## src/rtl/if_pipe_stage.sv

```systemverilog
// if_pipe_stage: instruction-fetch stage. Owns the program counter, drives the
// instruction-memory word address, and fills the IF/ID pipeline register.
// Stalls (Data_Hazard=0) freeze everything. Flushes (Control_Hazard=1) turn
// the word fetched this cycle into a NOP bubble. Redirect targets come from
// decode, and a jump takes priority over a taken branch.
module if_pipe_stage #(
  parameter logic [9:0] RESET_PC = 10'd0
) (
  input  logic        clk,
  input  logic        reset,
  input  logic        Data_Hazard,
  input  logic        Control_Hazard,
  input  logic        branch_taken,
  input  logic [9:0]  branch_address,
  input  logic        jump,
  input  logic [9:0]  jump_address,
  output logic [7:0]  imem_addr,
  input  logic [31:0] imem_rdata,
  output logic [9:0]  pc,
  output logic [9:0]  pc_plus4,
  output logic [31:0] instr,
  output logic [15:0] fetch_count
);

  localparam logic [31:0] NOP_WORD = 32'h0000_0000;

  // Architectural state
  logic [9:0]  pc_q,          pc_d;
  logic [9:0]  pc_plus4_q,    pc_plus4_d;
  logic [31:0] instr_q,       instr_d;
  logic [15:0] fetch_count_q, fetch_count_d;

  // Datapath intermediates
  logic [9:0]  seq_pc;
  logic [9:0]  next_pc;
  logic        advance;
  logic        bubble;
  logic        load_word;

  // Sequential PC with a 10-bit adder: 10'h3FC + 4 wraps to 10'h000.
  assign seq_pc = pc_q + 10'd4;

  // Hazard decode. A stall overrides a flush, so a bubble is only inserted
  // on a cycle that actually advances.
  assign advance   = Data_Hazard;
  assign bubble    = advance &  Control_Hazard;
  assign load_word = advance & ~Control_Hazard;

  // Next-PC select: jump beats branch, and branch beats the sequential PC.
  // Targets are used as given. Their low two bits only drop out of imem_addr.
  always_comb begin
    next_pc = seq_pc;
    if (jump) begin
      next_pc = jump_address;
    end else if (branch_taken) begin
      next_pc = branch_address;
    end
  end

  // PC next-state: hold on stall, even if a redirect is pending. The branch
  // is still in decode and resolves again on the cycle the stall clears.
  always_comb begin
    pc_d = pc_q;
    if (advance) begin
      pc_d = next_pc;
    end
  end

  // IF/ID next-state: hold on stall, load a bubble on flush, else capture fetch.
  always_comb begin
    pc_plus4_d = pc_plus4_q;
    instr_d    = instr_q;
    if (bubble) begin
      pc_plus4_d = 10'h000;
      instr_d    = NOP_WORD;
    end else if (load_word) begin
      pc_plus4_d = seq_pc;
      instr_d    = imem_rdata;
    end
  end

  // Fetch counter next-state: count only real words entering IF/ID.
  // The count wraps naturally at 16 bits.
  always_comb begin
    fetch_count_d = fetch_count_q;
    if (load_word) begin
      fetch_count_d = fetch_count_q + 16'd1;
    end
  end

  // State registers. Reset is asynchronous and may arrive mid-stall.
  always_ff @(posedge clk or posedge reset) begin
    if (reset) begin
      pc_q          <= RESET_PC;
      pc_plus4_q    <= 10'h000;
      instr_q       <= NOP_WORD;
      fetch_count_q <= 16'h0000;
    end else begin
      pc_q          <= pc_d;
      pc_plus4_q    <= pc_plus4_d;
      instr_q       <= instr_d;
      fetch_count_q <= fetch_count_d;
    end
  end

  // Outputs. The memory address follows the PC register combinationally.
  assign imem_addr   = pc_q[9:2];
  assign pc          = pc_q;
  assign pc_plus4    = pc_plus4_q;
  assign instr       = instr_q;
  assign fetch_count = fetch_count_q;

endmodule

```

## config.mk

```make
export PLATFORM = sky130hd
export DESIGN_NAME = if_pipe_stage
export DESIGN_NICKNAME = d
export VERILOG_FILES = /design/src/rtl/if_pipe_stage.sv
export SDC_FILE = /design/constraint.sdc
export NUM_CORES = 1
export LEC_CHECK = 0
export CAP_MARGIN = 10
export CORE_MARGIN = 3
export CORE_UTILIZATION = 45
export DETAILED_ROUTE_END_ITERATION = 8
export DONT_BUFFER_PORTS = 1
export PLACE_DENSITY = 0.6
export SYNTH_ARGS = -nofsm -noshare
export SYNTH_HDL_FRONTEND = slang
export SYNTH_SLANG_ARGS = --single-unit
```

## constraint.sdc

```tcl
create_clock -name clk -period 2.7 [get_ports clk]
set_clock_uncertainty 0.05 [all_clocks]
set_input_delay 0.405 -clock clk [delete_from_list [all_inputs] [get_ports clk]]
set_output_delay 0.405 -clock clk [all_outputs]
set_load 0.005 [all_outputs]
```

Word-level counts from Yosys, hierarchy flattened
Cells that the tools add are included.
{ "classes": {"bitwise_logic": 3, "addsub": 2, "n_mux": 6, "reduce_logical": 1} }
{ "op_table": {"columns": ["op", "count"], "rows": [
  ["2-to-1 mux 32 bit", 2],
  ["2-to-1 mux 10 bit", 4],
  ["adder 16 x 1 -> 16 bit (second input constant)", 1],
  ["adder 10 x 3 -> 10 bit (second input constant)", 1],
  ["bitwise AND 1 bit", 2],
  ["nonzero test 2 bit", 1],
  ["inverter 1 bit", 1]
]} }
{ "word_totals": {"ff_bits": 68, "out_inout_bits": 76, "in_bits": 58, "word_cells": 16} }

Logic depth before layout (Yosys ltp)
Gate-level depths: netlist of the first run.
{ "depth": {"depth_word": 4, "mapped_depth": 6, "mapped_depth_nobuf": 5} }

Worst setup path after synthesis of the first run
Ideal clock, no wire load.
{ "synth_timing": {"kind": "input to register", "startpoint": "input port branch_taken", "endpoint": "register pc_q[9], in the netlist pc[9]", "cell_stages": 5, "arrival_time_ns": 1.241, "setup_time_ns": 0.121, "path_buffers": 1, "slack_ns": 1.288, "t_required_ns": 2.529, "cell_sequence": "nor2b_4 buf_6 a221o_1 o21a_1 o22a_1"} }
{ "synth_via": {"elab_chain_len": 2} }
{ "synth_rtl": {"columns": ["item", "line", "text"], "rows": [
  ["start: declaration", "13", "input logic branch_taken,"],
  ["2-to-1 mux 10 bit", "55", "end else if (branch_taken) begin"],
  ["2-to-1 mux 10 bit", "53", "if (jump) begin"],
  ["end signal: assignment", "99", "pc_q <= pc_d;"],
  ["end: declaration", "28", "logic [9:0] pc_q, pc_d;"]
]} }
No other way between the ends.
A chain may end at the register's enable or synchronous reset.

Final worst setup path of the first run
{ "layout_timing": {"startpoint": "register pc_q[2], in the netlist pc[2]", "endpoint": "register pc_q[6], in the netlist pc[6]"} }
{ "layout_via": {"elab_chain_len": 3} }
{ "layout_rtl": {"columns": ["item", "line", "text"], "rows": [
  ["adder 10 x 3 -> 10 bit", "41", "assign seq_pc = pc_q + 10'd4;"],
  ["2-to-1 mux 10 bit", "55", null],
  ["2-to-1 mux 10 bit", "53", null]
]} }
No other way between the ends.

==> results.json, run 1 <==
{
  "outcome": "complete, no violations",
  "synth.distinct_cells": 44,
  "antenna_cells": 0,
  "vias": 1895,
  "finalWorstSetupSlack_ns": 0.969,
  "antenna_left": 0,
  "seq_area_frac_synth_pct": 58.2,
  "grt_remaining_overflow": 0,
  "final_cell_mix": "dfrtp_1, a22o_1, nand2_1",
  "required_ns": 2.87,
  "gp_congestion": 0.768,
  "dr.pass1.iters": 4,
  "drc_errors": 0,
  "nets": 295,
  "post_cts_resized": 0,
  "io_buffer_count": 0,
  "grt_pass1_vias": 1826,
  "p_comb_share_pct": 10.3,
  "hp-class": "primary input to register",
  "vdd_drop_max_mv": 0.361,
  "fmax_mhz": 578,
  "synth.avg_cell_area_sq_um": 12.1,
  "cp_data_arrival_time_ns": 1.90,
  "clk_path_buf_depth": 2,
  "setup_tns_ns": 0,
  "final.min_clock_period_ns": 1.73,
  "antenna_found_initial": 0,
  "die_area_sq_um": 7500,
  "fin_crit_sh_pct": 64.1,
  "critPathMaxFanout": 9,
  "area_delta_synth_final_pct": 7.62,
  "routed_wl_um": 6630,
  "async_flop_share_pct": 100,
  "h-tree-depth": 3,
  "vias_per_cell": 6.02,
  "syn-instance-count": 241,
  "p_leak_nw": 1.45,
  "hold_violations": 0,
  "final_cell_area_sq_um": 3150,
  "dp.final_hpwl_um": 4750,
  "root_buffer": "clkbuf_8",
  "syn-num-nets": 301,
  "place_ws_ns": 0.906,
  "tightest_slew_ns": 0.645,
  "slew_headroom_pct": 57.0,
  "core_area_sq_um": 6100,
  "clock_latency_ns": 0.34,
  "final_common_cell": "dfrtp_1",
  "start_util_pct": 48.0,
  "start_kind": "register",
  "cts.sinks": 68,
  "fin_cells": 315,
  "p_clk_share_pct": 35.2,
  "finalSetupViolCount": 0,
  "internal_power_mw": 1.70,
  "postCtsHoldBufs": 1,
  "grt_use_total_pct": 17.8,
  "dieWidth_um": 86.6,
  "slew_viol_final": 0,
  "drive_above_1_share_pct": 12.9,
  "power.switching_uw": 663,
  "grt_max_degree": 43,
  "netlist_area_sq_um": 2920,
  "ys_ff_latch": 68,
  "placed_area_sq_um": 2940,
  "drt-initial-drc-count": 81,
  "critPathKind": "register to register",
  "io_pins": 134,
  "dpl.cell_count": 298,
  "ys_warn_count": 0,
  "dominantRegCellSynth": "dfrtp_1",
  "seq_power_share_pct": 54.5,
  "row_count": 28,
  "netSwitchingFraction_pct": 28.0,
  "drv_cap": 0,
  "rsz0062_at_grt": "no",
  "grt_pass1_wl_um": 10200,
  "post_drt_wl_per_cell_um": 21.0,
  "synth_edf_count": 0,
  "chipHeight_um": 86.6,
  "endpoint_kind": "register",
  "cts_buffers": 9,
  "clk_pin_slew_ns": 0.08,
  "power.density_nw_per_um2": 752,
  "cts_tree": "done",
  "post_cts_buffers": 0
}
==> synthesized netlist by cell type, types with 3 or more instances <==
master | instances | area [sq um]
nand3_1 | 8 | 40.0
nand2_1 | 25 | 93.8
xnor2_1 | 15 | 131
a22o_1 | 38 | 333
buf_4 | 9 | 67.6
nor3_1 | 3 | 15.0
o21ai_0 | 8 | 40.0
xor2_1 | 6 | 52.6
clkbuf_1 | 7 | 26.3
and3_1 | 3 | 18.8
buf_2 | 3 | 15.0
nand4_1 | 4 | 25.0
dfrtp_1 | 68 | 1700
and4_1 | 3 | 26.3
o2bb2ai_1 | 3 | 26.3
==> critical path, stage by stage, from the launching register on <==
cell	delay, ns
dfrtp_1	0.59
ha_1	0.38
nand3_1	0.13
xor2_1	0.22
o21ai_0	0.12
o21a_1	0.13
==> power groups by stage <==
stage / Clock [mW] / Combinational (mW) / Sequential [mW]
floorplan: 0 / 0.239 / 1.26
global route: 0.903 / 0.283 / 1.31
global placement: 0 / 0.238 / 1.31
finish: 0.833 / 0.244 / 1.29
CTS: 0.856 / 0.249 / 1.29
detailed placement: 0 / 0.247 / 1.31
==> metrics by stage <==
stage | util, % | power (mW) | hold WS (ns)
3_5_place_dp | 48.2 | 1.56 | 0.327
6_report | 51.6 | 2.37 | 0.116
3_3_place_gp | 48.2 | 1.55 | 0.324
5_1_grt | 51.6 | 2.50 | 0.100
4_1_cts | 51.6 | 2.40 | 0.0957
2_1_floorplan | - | 1.49 | 0.418
==> worst paths after layout <==
path / from / end / slack (ns) / cells past startpoint
setup / recovery: pc[2] / pc[6] / 0.97 / 5
hold / removal: Control_Hazard / pc_plus4[9] / 0.12 / 1
hold reg to reg: fetch_count[15] / fetch_count[15] / 0.45 / 1
max in group asynchronous: reset / instr[9] / 1.45 / 3
min in group asynchronous: reset / instr[29] / 0.53 / 2
setup reg to reg: pc[2] / pc[6] / 0.97 / 5
==> cell type report <==
type | instances | area [sq um]
Fill cell | 522 | 2950
Sequential cell | 68 | 1700
Multi-Input combinational cell | 150 | 1100
Clock buffer | 10 | 138
Tap cell | 75 | 93.8
Clock inverter | 6 | 62.6
Timing Repair Buffer | 4 | 45.0
Inverter | 2 | 7.51
==> kinds of logic after synthesis <==
group | synth area share (%)
mux | 1.07
buf+inv | 4.49
simple gates | 10.8
xor+xnor | 6.29
flops | 58.2
fa+ha+maj | 0.856
compound gates | 18.3
==> state kept, by name, indices dropped and copies added (netlist names) <==
signal       cells
pc_plus4        10
pc              10
instr           32
fetch_count     16
==> routing by layer <==
metal | up-vias | global-route usage (%) | part of all wire (%)
li1 | 869 | - | -
met1 | 942 | 23.1 | 43
met2 | 76 | 26.2 | 48
met3 | 8 | 6.94 | 8.4
met4 | 0 | 8.07 | 1.3
met5 | - | 0 | 0
Note: power is estimated with default switching activity, not from simulation.
==> inputs of run 2 (changes only) <==
- PLACE_DENSITY: 0.6 -> 0.62
- clock period: 2.7 -> 1.4 ns (I/O delays scaled with it)
==> results.json, run 2 (synthesized netlist as in run 1, its figures left out) <==
{
  "drv_cap": 0,
  "dr.pass1.iters": 4,
  "vdd_drop_max_mv": 0.679,
  "grt_max_degree": 26,
  "p_leak_nw": 1.75,
  "required_ns": 1.57,
  "hold_violations": 0,
  "path_buf_inv": 0,
  "slew_viol_final": 0,
  "h-tree-depth": 3,
  "fmax_mhz": 731,
  "cts.sinks": 68,
  "critPathMaxFanout": 4,
  "vias": 2206,
  "final.min_clock_period_ns": 1.37,
  "slew_headroom_pct": 61.6,
  "finalSetupViolCount": 0,
  "final_common_cell": "dfrtp_1",
  "root_buffer": "clkbuf_8",
  "critPathKind": "register to register",
  "core_area_sq_um": 6100,
  "power.density_nw_per_um2": 1300,
  "rsz0062_at_grt": "yes",
  "clock_latency_ns": 0.33,
  "grt_pass1_wl_um": 12000,
  "clk_path_buf_depth": 2,
  "grt_use_total_pct": 21.0,
  "post_drt_wl_per_cell_um": 19.7,
  "drc_errors": 0,
  "n_fill_cell": 511,
  "die_area_sq_um": 7500,
  "gp_congestion": 0.804,
  "cts_buffers": 9,
  "cts_tree": "done",
  "hp-class": "primary input to register",
  "fin_total_pwr_mw": 4.93,
  "path_cells": "ha_1, nand3b_1, nor2_4, and3_1, xor2_1",
  "antenna_left": 0,
  "final_cell_mix": "dfrtp_1, a22o_1, dlygate4sd3_1",
  "start_kind": "register",
  "antenna_found_initial": 0,
  "endpoint_kind": "register",
  "io_pins": 134,
  "grt_pass1_vias": 2290,
  "dp.final_hpwl_um": 5010,
  "io_buffer_count": 0,
  "area_delta_synth_final_pct": 30.0,
  "vias_per_cell": 5.81,
  "start_util_pct": 48.0,
  "critPathTopFamily": "simple AND/OR/NAND/NOR gates",
  "antenna_cells": 0,
  "whs_ns": 0.0225,
  "cp_slowest_cell": "dfrtp_1",
  "tightest_slew_ns": 0.575,
  "routed_wl_um": 7480,
  "chipHeight_um": 86.6,
  "row_count": 28,
  "clk_pin_slew_ns": 0.07,
  "largest_reg_flops": 32,
  "max_stage_delay_ns": 0.41,
  "fin_crit_sh_pct": 97.7,
  "drt-initial-drc-count": 90,
  "dieWidth_um": 86.6,
  "nets": 360,
  "drive_above_1_share_pct": 22.3,
  "cp_data_arrival_time_ns": 1.54,
  "outcome": "complete, no violations",
  "grt_remaining_overflow": 0
}
## run 2: report_power, final
group	leakage (nW)	total (mW)	internal [mW]	switching (mW)
registers	0.884	2.36	2.18	0.181
clock network	0.102	1.63	0.915	0.711
logic	0.762	0.941	0.487	0.453
total	1.75	4.93	3.58	1.35
## run 2: routing by layer
layer / GRT usage, % / wire length [um]
met1: 26.8 / 3130
met4: 7.37 / 79
met3: 7.89 / 600
met2: 32.8 / 3670
met5: 0 / 0
## run 2: repair_timing
item / in CTS / in global routing
hold buffers: 35 / 0
resized for setup: 1 / 7
endpoints found under the hold margin: 60 / 0
pin swaps: 1 / 2
setup buffers: 1 / 2
setup endpoints to repair: 3 / 16
## run 2: path summary, 6_finish.rpt
check	startpoint	endpoint	slack [ns]	cells after the start
setup / recovery	fetch_count[0]	fetch_count[6]	0.03	5
hold / removal	Data_Hazard	pc[8]	0.02	2
setup reg to reg	fetch_count[0]	fetch_count[6]	0.03	5
hold reg to reg	fetch_count[15]	fetch_count[15]	0.46	1
max in group asynchronous	reset	pc[2]	0.43	3
min in group asynchronous	reset	fetch_count[10]	0.37	2
## run 2: per-stage QoR
stage	worst slack, ns	util (%)	instances	TNS [ns]	area (sq um)
floorplan	0.0140	-	241	0	2930
global placement	0.0123	52.1	326	0	3180
detailed placement	-0.0223	52.1	326	-0.0287	3180
CTS	0.0155	61.4	378	0	3740
global route	-0.0460	62.4	380	-0.149	3800
finish	0.0326	62.4	380	0	3800
## run 2: area by class of cell
cell class,instances,area (sq um),area share [%]
flip-flops and latches,68,1700,44.8
inverters,2,11.3,0.296
clock inverters,4,47.5,1.25
repair buffers,69,643,16.9
clock buffers,12,155,4.08
well taps,75,93.8,2.47
multi-input cells,150,1150,30.2
